File: config.mk
export PLATFORM = sky130hd
export DESIGN_NAME = output_port_alloc
export DESIGN_NICKNAME = d
export VERILOG_FILES = /design/src/rtl/output_port_alloc_pkg.sv /design/src/rtl/output_port_alloc_credit_counter.sv /design/src/rtl/output_port_alloc.sv
export SDC_FILE = /design/constraint.sdc
export NUM_CORES = 1
export LEC_CHECK = 0
export ABC_CLOCK_PERIOD_IN_PS = 7150
export BUFFER_PORTS_ARGS = -buffer_cell sky130_fd_sc_hd__buf_4
export CORE_AREA = 2 2 94 96
export DETAILED_ROUTE_END_ITERATION = 8
export DIE_AREA = 0 0 96 98
export PLACE_DENSITY = 0.76
export SYNTH_ARGS = -nofsm -noshare
export SYNTH_HDL_FRONTEND = slang
export SYNTH_HIERARCHICAL = 1
export SYNTH_SLANG_ARGS = --single-unit
File: constraint.sdc
create_clock -name clk -period 7.15 [get_ports clk]
set_input_delay 0.3575 -clock clk [delete_from_list [all_inputs] [get_ports clk]]
set_output_delay 0.3575 -clock clk [all_outputs]
set_load 0.01 [all_outputs]
File: src/rtl/output_port_alloc_pkg.sv
// Shared types and helpers for the output port allocation stage.
//   flit_type_t : two-bit flit type carried in the top bits of every flit
//   is_head     : 1 for flit types that open a packet (HEAD or SINGLE)
package output_port_alloc_pkg;

    localparam int unsigned NR_DEF = 5;
    localparam int unsigned DW_DEF = 34;

    typedef enum logic [1:0] {
        BODY   = 2'b00,
        TAIL   = 2'b01,
        HEAD   = 2'b10,
        SINGLE = 2'b11
    } flit_type_t;

    function automatic logic is_head(input flit_type_t t);
        return (t == HEAD) || (t == SINGLE);
    endfunction

endpackage

File: src/rtl/output_port_alloc_credit_counter.sv
// Downstream credit counter: starts full, one credit per sent flit, one back per inc pulse.
//   clk, rst  : clock, synchronous active-high reset (count returns to DEPTH)
//   inc       : downstream freed a slot
//   dec       : a flit is sent this cycle
//   ok        : at least one credit available
//   overflow  : inc with no dec while already full (count saturates)
module output_port_alloc_credit_counter #(
    parameter int unsigned DEPTH = 4
) (
    input  logic clk,
    input  logic rst,
    input  logic inc,
    input  logic dec,
    output logic ok,
    output logic overflow
);

    localparam int unsigned CW = $clog2(DEPTH + 1);

    logic [CW-1:0] cnt;
    logic [CW-1:0] cnt_nx;

    // Simultaneous inc and dec cancel out.
    always_comb begin
        cnt_nx   = cnt;
        overflow = 1'b0;
        if (inc && !dec) begin
            if (cnt == CW'(DEPTH)) begin
                overflow = 1'b1;
            end else begin
                cnt_nx = cnt + CW'(1);
            end
        end else if (dec && !inc) begin
            cnt_nx = cnt - CW'(1);
        end
    end

    assign ok = (cnt != '0);

    always_ff @(posedge clk) begin
        if (rst) begin
            cnt <= CW'(DEPTH);
        end else begin
            cnt <= cnt_nx;
        end
    end

endmodule

File: src/rtl/output_port_alloc.sv
// Per-output-port allocator: builds arbiter requests from head flits, locks the
// winner for a wormhole packet, forwards flits through a registered mux and
// tracks downstream credits.
//   clk, rst  : clock, synchronous active-high reset
//   in_vld    : per-input flit present at FIFO head
//   in_req    : per-input route targets this port
//   in_flit   : per-input head flit, input i at [i*DW +: DW]
//   in_pop    : one-hot/zero dequeue strobe (combinational)
//   arb_req   : request vector to the arbiter (combinational)
//   arb_grt   : arbiter grant, same cycle as arb_req
//   crd_in    : downstream returned one credit
//   out_vld   : registered flit valid
//   out_flit  : registered flit
//   out_sel   : one-hot current packet owner, zero when idle
//   busy      : locked onto a packet
//   err       : sticky [0] credit overflow, [1] illegal grant
module output_port_alloc
    import output_port_alloc_pkg::*;
#(
    parameter int unsigned NR        = NR_DEF,
    parameter int unsigned DW        = DW_DEF,
    parameter int unsigned CRD_DEPTH = 4
) (
    input  logic             clk,
    input  logic             rst,
    input  logic [NR-1:0]    in_vld,
    input  logic [NR-1:0]    in_req,
    input  logic [NR*DW-1:0] in_flit,
    output logic [NR-1:0]    in_pop,
    output logic [NR-1:0]    arb_req,
    input  logic [NR-1:0]    arb_grt,
    input  logic             crd_in,
    output logic             out_vld,
    output logic [DW-1:0]    out_flit,
    output logic [NR-1:0]    out_sel,
    output logic             busy,
    output logic [1:0]       err
);

    localparam logic [0:0] S_IDLE   = 1'b0;
    localparam logic [0:0] S_LOCKED = 1'b1;

    logic [0:0]    state;
    logic [0:0]    state_nx;
    logic [NR-1:0] owner;
    logic [NR-1:0] owner_nx;
    logic [NR-1:0] cand;
    logic [DW-1:0] mux_flit;
    flit_type_t    mux_type;
    logic          send;
    logic          ill_grt;
    logic          crd_ok;
    logic          crd_ovf;

    output_port_alloc_credit_counter #(
        .DEPTH (CRD_DEPTH)
    ) u_crd (
        .clk      (clk),
        .rst      (rst),
        .inc      (crd_in),
        .dec      (send),
        .ok       (crd_ok),
        .overflow (crd_ovf)
    );

    // Crossbar mux: the grant selects while idle, the locked owner otherwise.
    always_comb begin
        cand     = (state == S_IDLE) ? arb_grt : owner;
        mux_flit = '0;
        for (int unsigned i = 0; i < NR; i++) begin
            if (cand[i]) begin
                mux_flit = mux_flit | in_flit[i*DW +: DW];
            end
        end
        mux_type = flit_type_t'(mux_flit[DW-1:DW-2]);
    end

    // Next-state, request masking and pop decision.
    always_comb begin
        state_nx = state;
        owner_nx = owner;
        arb_req  = '0;
        in_pop   = '0;
        send     = 1'b0;
        ill_grt  = 1'b0;
        case (state)
            S_IDLE: begin
                for (int unsigned i = 0; i < NR; i++) begin
                    arb_req[i] = in_vld[i] & in_req[i] & crd_ok &
                                 is_head(flit_type_t'(in_flit[i*DW + DW - 2 +: 2]));
                end
                if (arb_grt != '0) begin
                    // Multi-hot grants and grants to non-requesters are dropped.
                    if ($onehot(arb_grt) && ((arb_grt & ~arb_req) == '0)) begin
                        in_pop   = arb_grt;
                        send     = 1'b1;
                        owner_nx = arb_grt;
                        if (mux_type == HEAD) begin
                            state_nx = S_LOCKED;
                        end
                    end else begin
                        ill_grt = 1'b1;
                    end
                end
            end
            default: begin
                if (((in_vld & owner) != '0) && crd_ok) begin
                    in_pop = owner;
                    send   = 1'b1;
                    if (mux_type == TAIL) begin
                        state_nx = S_IDLE;
                    end
                end
            end
        endcase
    end

    // State and output registers.
    always_ff @(posedge clk) begin
        if (rst) begin
            state    <= S_IDLE;
            owner    <= '0;
            out_vld  <= 1'b0;
            out_flit <= '0;
            out_sel  <= '0;
            busy     <= 1'b0;
            err      <= '0;
        end else begin
            state   <= state_nx;
            owner   <= owner_nx;
            out_vld <= send;
            if (send) begin
                out_flit <= mux_flit;
            end
            out_sel <= (state_nx == S_LOCKED) ? owner_nx : '0;
            busy    <= (state_nx == S_LOCKED);
            err     <= err | {ill_grt, crd_ovf};
        end
    end

endmodule

==> metrics.txt, run 1 <==
status=complete, no violations; Sw Pwr=276 uW; RSZ-0062 raised after global routing=false; Final Routed Wirelength=11400 um; library cells used by synthesis=between 40 and 50; buffers added on ports=240; PostCTS Resize Cnt=0; Pwr Density=about 160 mW/mm^2; Crit-path slowest cell=fa_1; initial antenna violation count=0; I/O pin cnt=241; Die Ht=about 100 um; hold path cells=3; CTS sink count=51; Critical R2R Capture=u_crd/cnt[2]$_SDFFE_PP1P_; CTS root buf=clkbuf_8; Nets=approximately 730; cells along the critical path=buf_4, fa_1, inv_1, fa_1, inv_1, ha_1, or3_1, a221oi_1, a31o_2, buf_4, nor2b_4, inv_2, fa_1, nor3b_2, a2111oi_1, a311oi_1; die area=around 0.0094 sq mm; # H-tree levels=2; cell accounting for the most synthesized area=dfxtp_1; Crit. path cell count=16; CTS tree=built; Setup violations, final=0; sequential share of the synthesized area=between 30% and 40%; Clock transition at path regs=100 ps; Leak=~2.1 nW; top_reg_cell synth=dfxtp_1; Final Hold Viols=0; CTS max path bufs=2; synthesized net count=between 500 and 600; post-synthesis cell area=0.00290 sq mm; via count=between 3k and 4k; Initial Utilization=between 30% and 40%; CTS buffer count=5; Worst Skew=approximately 11 ps; DRC viols=0; Hold Crit Class=in -> reg; crit path buf inv count=5; max-slew violations=0; Post-Syn Instances=320; Critical Path AT=4290 ps; share of cells above drive strength 1=approximately 48%; Top cell by count, worst path=fa_1; # diodes=0; Gate power share=just over 40%; Post-synth ARST share=0%; Avg Cell Area, Syn=9.06 sq um; share of the synthesized area in the top cell type=about a third; worst slew pin tran=751 ps; CP top delay family=adder cells; placed insts=roughly 640; Worst-Skew Late Latency=roughly 300 ps; Crit Path Category=in -> reg; GPL Wtd Cong=0.875; #FFs+latches synth=51; Layout area overhead=65.2%; die width=about 96 um; maximum vdd drop=just over 0.00007 V; worst-path maximum fanout=73; worst reg2reg path depth=11; Area contributors post-synth=dfxtp_1 (35%), a222oi_1 (12%), a311oi_1 (11%), a22oi_1 (8.8%), nor2_1 (6.2%); largest net degree at the start of global routing=74; sum of negative setup slack=0 ps; synth warn=6; core footprint=between 0.008 and 0.009 sq mm; Std-Cell Rows=34; clock power share=20.6%; Hold WS=between 300 and 400 ps; CP endpoint kind=flip-flop; Pwr Total=between 700 and 800 uW; number of vias per cell=~5.8; Int Pwr=approximately 510 uW; CP peak stage delay=between 500 and 600 ps; reg-to-reg slack, setup=~3700 ps; Post-synth EDFFs=0; fin util=a little under three fifths; total gr overflow=0; reg-to-reg startpoint=u_crd/cnt[0]$_SDFFE_PP0P_; vias in the first global route=3581; fin crit period=about 4000 ps; Setup crit start kind=input pin; DP HPWL=8650 um; switch share=between 30% and 40%; Hold EP=owner[2]$_SDFF_PP0_; fin crit share=roughly 58%; post-CTS setup buffers=0; WL/cell=around 18 um; initial DRC count=between 300 and 400; Total GRT Usage=between 20% and 30%; first-pass GRT wire length=about 17000 um; ANT nets after route=0; WP data required=between 7000 and 8000 ps; drt pass-1 iters=8; Rel. slew slack=between 40% and 50%; HP Start=arb_grt[2]; f_max=243 MHz; Hold Buf Count CTS=0; Reg power frac=around 39%; max-cap violations=0; fin cells=between 600 and 700
worst register-to-register path, cell delays in order (launching register included):
cell and delay [ps]:
dfxtp_1 470, or3_1 320, nand4_1 130, a222oi_1 600, a31o_2 250, buf_4 540
nor2b_4 120, inv_2 120, fa_1 230, nor3b_2 70, a2111oi_1 360, a311oi_1 90
power by group through the flow:
| stage | clock network [mW] | registers (mW) | logic [mW] |
|---|---|---|---|
| after CTS | 0.169 | 0.304 | 0.321 |
| after global routing | 0.180 | 0.306 | 0.350 |
| final | 0.162 | 0.304 | 0.323 |
| after detailed placement | 0 | 0.311 | 0.321 |
| after floorplan | 0 | 0.308 | 0.179 |
| after global placement | 0 | 0.310 | 0.316 |
sequential cells by signal, summed over array words and instances (netlist names):
name       count
out_sel        5
out_flit      34
out_vld        1
u_crd/cnt      3
owner          5
err            2
state          1
cell type report:
type                            instances  area [sq um]
Multi-Input combinational cell        226          1690
Inverter                               13          48.8
Clock inverter                          2          12.5
Sequential cell                        51          1020
Clock buffer                            6          72.6
Tap cell                              108           135
Timing Repair Buffer                  241          1810
Fill cell                             784          3680
metal layers:
| layer | GRT usage, % | share of wire, % |
|---|---|---|
| met1 | 27.5 | 38 |
| met3 | 3.63 | 8.8 |
| met2 | 42.4 | 52 |
| met5 | 0 | 0 |
| met4 | 4.73 | 1.4 |
metrics by stage:
step | setup WS (ps) | cell area (sq um)
6_report | 3030 | 4790
5_1_grt | 2760 | 4790
4_1_cts | 3050 | 4790
3_5_place_dp | 2720 | 4700
3_3_place_gp | 2940 | 4700
2_1_floorplan | 3440 | 2900
cells in the final DEF (no fill, tap or decap), types with 2 or more instances in the layout:
| cell type | synthesis | routed |
|---|---|---|
| mux2i_1 | 4 | 4 |
| a221oi_1 | 3 | 3 |
| ha_1 | 2 | 2 |
| a222oi_1 | 36 | 36 |
| and3_1 | 3 | 3 |
| a311oi_1 | 35 | 35 |
| nand2_1 | 7 | 7 |
| nor3_1 | 4 | 4 |
| buf_4 | 4 | 241 |
| nor2b_1 | 3 | 3 |
| inv_1 | 12 | 12 |
| nor4_1 | 2 | 2 |
| a211oi_1 | 2 | 2 |
| clkbuf_8 | 0 | 5 |
| or3_1 | 2 | 2 |
| nor2_1 | 48 | 48 |
| o21ai_0 | 3 | 3 |
| mux2_2 | 4 | 4 |
| a22oi_1 | 34 | 34 |
| a21oi_1 | 4 | 4 |
| nand3_1 | 5 | 5 |
| a22o_1 | 4 | 4 |
| fa_1 | 3 | 3 |
| dfxtp_1 | 51 | 51 |
| nand4_1 | 5 | 5 |
how the worst max path moves through the flow:
| stage | startpoint | end | slack (ps) |
|---|---|---|---|
| global route | arb_grt[0] | u_crd/cnt[2]$_SDFFE_PP1P_ | 2760 |
| CTS | arb_grt[0] | u_crd/cnt[2]$_SDFFE_PP1P_ | 3050 |
| finish | arb_grt[0] | u_crd/cnt[2]$_SDFFE_PP1P_ | 3030 |
| floorplan | arb_grt[0] | u_crd/cnt[2]$_SDFFE_PP1P_ | 3440 |
| global placement | arb_grt[0] | u_crd/cnt[2]$_SDFFE_PP1P_ | 2940 |
| detailed placement | arb_grt[0] | u_crd/cnt[2]$_SDFFE_PP1P_ | 2720 |
logic make-up after synthesis:
group           synth area share, %
simple gates                   13.3
compound gates                 38.5
fa+ha+maj                      2.94
flops                          35.2
mux                            3.45
buf+inv                        6.56
cells in the mapped netlist, types with 5 or more instances:
| cell | instances |
|---|---|
| dfxtp_1 | 51 |
| a222oi_1 | 36 |
| nand3_1 | 5 |
| inv_1 | 12 |
| a22oi_1 | 34 |
| a311oi_1 | 35 |
| nand4_1 | 5 |
| buf_2 | 5 |
| clkbuf_1 | 20 |
| nor2_1 | 48 |
| nand2_1 | 7 |
No activity file was read; power rests on OpenSTA's default activity.
==> run 2: changes to the inputs <==
ABC_AREA = 1   (was unset)
ABC_CLOCK_PERIOD_IN_PS = 4100   (was 7150)
CORE_AREA = unset   (was 2 2 94 96)
CORE_MARGIN = 2   (was unset)
CORE_UTILIZATION = 43   (was unset)
DIE_AREA = unset   (was 0 0 96 98)
PLACE_DENSITY = 0.85   (was 0.76)
clock period = 4.1 ns   (was 7.15 ns; I/O delays follow)
==> metrics.txt, run 2 <==
vias in the first global route=4341 (was 3581); Post-synth ARST share=0% (unchanged); I/O pin cnt=241 (unchanged); Total GRT Usage=28.0% (was 23.0%); Setup violations, final=0 (unchanged); worst reg2reg path depth=14 (was 11); total gr overflow=0 (unchanged); Std-Cell Rows=33 (was 34); first-pass GRT wire length=20200 um (was 17300 um); Initial Utilization=44.2% (was 34.2%); Critical Path AT=3580 ps (was 4290 ps); Post-Syn Instances=612 (was 320); Met2 Wirelength=6820 um (was 5970 um); Avg Cell Area, Syn=5.93 sq um (was 9.06 sq um); max-slew violations=0 (unchanged); most frequent cells after synthesis=nand2_1 (261), nor2_1 (92), dfxtp_1 (51) (was dfxtp_1 (51), nor2_1 (48), a222oi_1 (36)); Die Ht=95.9 um (was 98 um); CTS tree=built (unchanged); share of the synthesized area in the top cell type=28.1% (was 35.2%); max reg flops=34 (unchanged); DP HPWL=10700 um (was 8650 um); Final Routed Wirelength=13500 um (was 11400 um); sum of negative setup slack=0 ps (unchanged); Hold Buf Count CTS=0 (unchanged); most frequent cells in the layout=nand2_1 (261), buf_4 (244), nor2_1 (92) (was buf_4 (241), dfxtp_1 (51), nor2_1 (48)); CTS sink count=51 (unchanged); #FFs+latches synth=51 (unchanged); die area=0.00919 sq mm (was 0.00941 sq mm); Hold Crit Class=in -> reg (unchanged); top flop regs=out_flit: 34 flops, out_sel: 5 flops, owner: 5 flops (unchanged); Nets=1028 (was 731); drt pass-1 iters=5 (was 8); synthesized net count=805 (was 513); cell accounting for the most synthesized area=dfxtp_1 (unchanged); # H-tree levels=2 (unchanged); maximum vdd drop=0.000224 V (was 0.0000711 V); CP endpoint kind=flip-flop (unchanged); Final Hold Viols=0 (unchanged); synth warn=6 (unchanged); CP endpoint=u_crd/cnt[1]$_SDFFE_PP0P_ (was u_crd/cnt[2]$_SDFFE_PP1P_); WP data required=4310 ps (was 7320 ps); WL met1=5200 um (was 4290 um); Clock transition at path regs=100 ps (about the same); fin cells=941 (was 647); initial antenna violation count=0 (unchanged); DRC viols=0 (unchanged); Largest Register=out_flit (unchanged); largest net degree at the start of global routing=40 (was 74); Setup crit start kind=input pin (unchanged); Pwr Total=1.27 mW (was 789 uW); Layout area overhead=53.1% (was 65.2%); placed insts=933 (was 639); RSZ-0062 raised after global routing=false (unchanged); ANT nets after route=0 (unchanged); Critical R2R Capture=u_crd/cnt[2]$_SDFFE_PP1P_ (unchanged); top_reg_cell synth=dfxtp_1 (unchanged); Leak=3.00 nW (was 2.13 nW); CTS max path bufs=2 (unchanged); sequential share of the synthesized area=28.1% (was 35.2%); CP Launch Point=arb_grt[0] (unchanged); highest routed layer=met4 (unchanged); metal3 WL=1180 um (was 1010 um); library cells used by synthesis=29 (was 41); reg-to-reg startpoint=state$_SDFF_PP0_ (was u_crd/cnt[0]$_SDFFE_PP0P_); count leader, synth=nand2_1 (was dfxtp_1); GPL Wtd Cong=0.925 (was 0.875); Worst Skew=7.28 ps (was 10.7 ps); buffers added on ports=240 (unchanged); WL/cell=14.4 um (was 17.7 um); status=complete, no violations (unchanged); max-cap violations=0 (unchanged); Area contributors post-synth=dfxtp_1 (28%), nand2_1 (27%), nor2_1 (9.5%), nand3b_1 (5.6%), nand3_1 (4.3%) (was dfxtp_1 (35%), a222oi_1 (12%), a311oi_1 (11%), a22oi_1 (8.8%), nor2_1 (6.2%)); f_max=roughly 300 MHz; worst slew pin tran=1140 ps (was 751 ps); Worst-Skew Late Latency=310 ps (was 300 ps); Post-synth EDFFs=0 (unchanged); post-synthesis cell area=0.00363 sq mm (was 0.00290 sq mm); filler cell count=737 (was 784); share of cells above drive strength 1=33.6% (was 47.9%); fin util=67.6% (was 56.5%); CTS buffer count=5 (unchanged); PostCTS Resize Cnt=0 (unchanged); reg-to-reg slack, setup=1030 ps (was 3720 ps); Crit Path Category=in -> reg (unchanged); number of vias per cell=5.12 (was 5.79); Rel. slew slack=23.8% (was 49.9%); fin crit share=around 80%; fin crit period=approximately 3400 ps; Pwr Density=229 mW/mm^2 (was 165 mW/mm^2); via count=4815 (was 3743); commonest non-fill, non-tap cell in the layout=nand2_1 (was buf_4); worst-path maximum fanout=36 (was 73); initial DRC count=322 (was 321); CTS root buf=clkbuf_8 (unchanged); # diodes=0 (unchanged); post-CTS setup buffers=0 (unchanged); core footprint=0.00822 sq mm (was 0.00847 sq mm); die width=95.9 um (was 96 um)
-- run 2: changes by cell type in the layout (fill, tap and decap cells not counted), sizes merged, moves of 16 or more --
cell / before / now
nor2: 48 / 104
a21oi: 4 / 26
nand4: 5 / 21
a311oi: 36 / 0
a222oi: 36 / 0
inv: 13 / 34
a22oi: 34 / 0
nand3b: 0 / 27
nand3: 5 / 33
nand2: 7 / 268
-- run 2: critical path, cell delays in order --
cell     delay (ps)
buf_4           140
fa_1            530
inv_1            50
fa_1            350
inv_1            60
ha_1            230
nor3_1          320
nand2_2         150
nor2_8          180
nand3_4         280
nand2_8         310
inv_2            80
nand2_4         100
fa_1            410
a21oi_1         130
nor2_1           60
-- run 2: worst min-delay path by stage --
| stage | startpoint | cells after the start | slack [ps] | endpoint |
|---|---|---|---|---|
| after global placement | err[0]$_SDFF_PP0_ | 2 | 460 | err[0]$_SDFF_PP0_ |
| after floorplan | rst | 1 | 270 | out_vld$_SDFF_PP0_ |
| after CTS | rst | 2 | 130 | out_vld$_SDFF_PP0_ |
| after global routing | rst | 2 | 130 | out_vld$_SDFF_PP0_ |
| final | rst | 2 | 140 | out_vld$_SDFF_PP0_ |
| after detailed placement | rst | 2 | 460 | out_vld$_SDFF_PP0_ |
-- run 2: power by group --
part / leakage (nW) / internal, mW / switching (mW)
Combinational: 2.53 / 0.200 / 0.187
Clock: 0.0548 / 0.184 / 0.182
Sequential: 0.412 / 0.508 / 0.00938
Total: 3.00 / 0.892 / 0.378
-- run 2: kinds of logic (layout without fill, tap and decap cells) --
| kind of cell | count (synthesis) | in the layout | share of synthesized area (%) |
|---|---|---|---|
| AO/OA/AOI/OAI | 37 | 37 | 5.38 |
| adder cells (fa/ha/maj) | 5 | 5 | 2.34 |
| buffers and inverters | 61 | 285 | 8.07 |
| flip-flops | 51 | 51 | 28.1 |
| AND/OR/NAND/NOR | 458 | 458 | 56.1 |
-- run 2: cell type report --
class	count	area (sq um)	area share, %
clock buffer	5	68.8	1.24
clock inverter	3	46.3	0.833
inverter	33	131	2.36
multi-input combinational	500	2330	41.9
sequential	51	1020	18.4
tap	105	131	2.36
timing repair buffer	244	1830	33.0
-- run 2: stage by stage --
stage / instance area, sq um / setup WS [ps] / hold WS [ps]
CTS: 5560 / 753 / 132
floorplan: 3630 / 990 / 272
global placement: 5440 / 516 / 458
finish: 5560 / 727 / 136
detailed placement: 5440 / 421 / 464
global route: 5560 / 428 / 134
-- run 2: routing by layer --
| layer | GRT usage, % | up-vias |
|---|---|---|
| met5 | 0 | - |
| met4 | 9.05 | 0 |
| met3 | 5.87 | 24 |
| met2 | 49.4 | 241 |
| met1 | 34.0 | 2171 |
| li1 | - | 2379 |
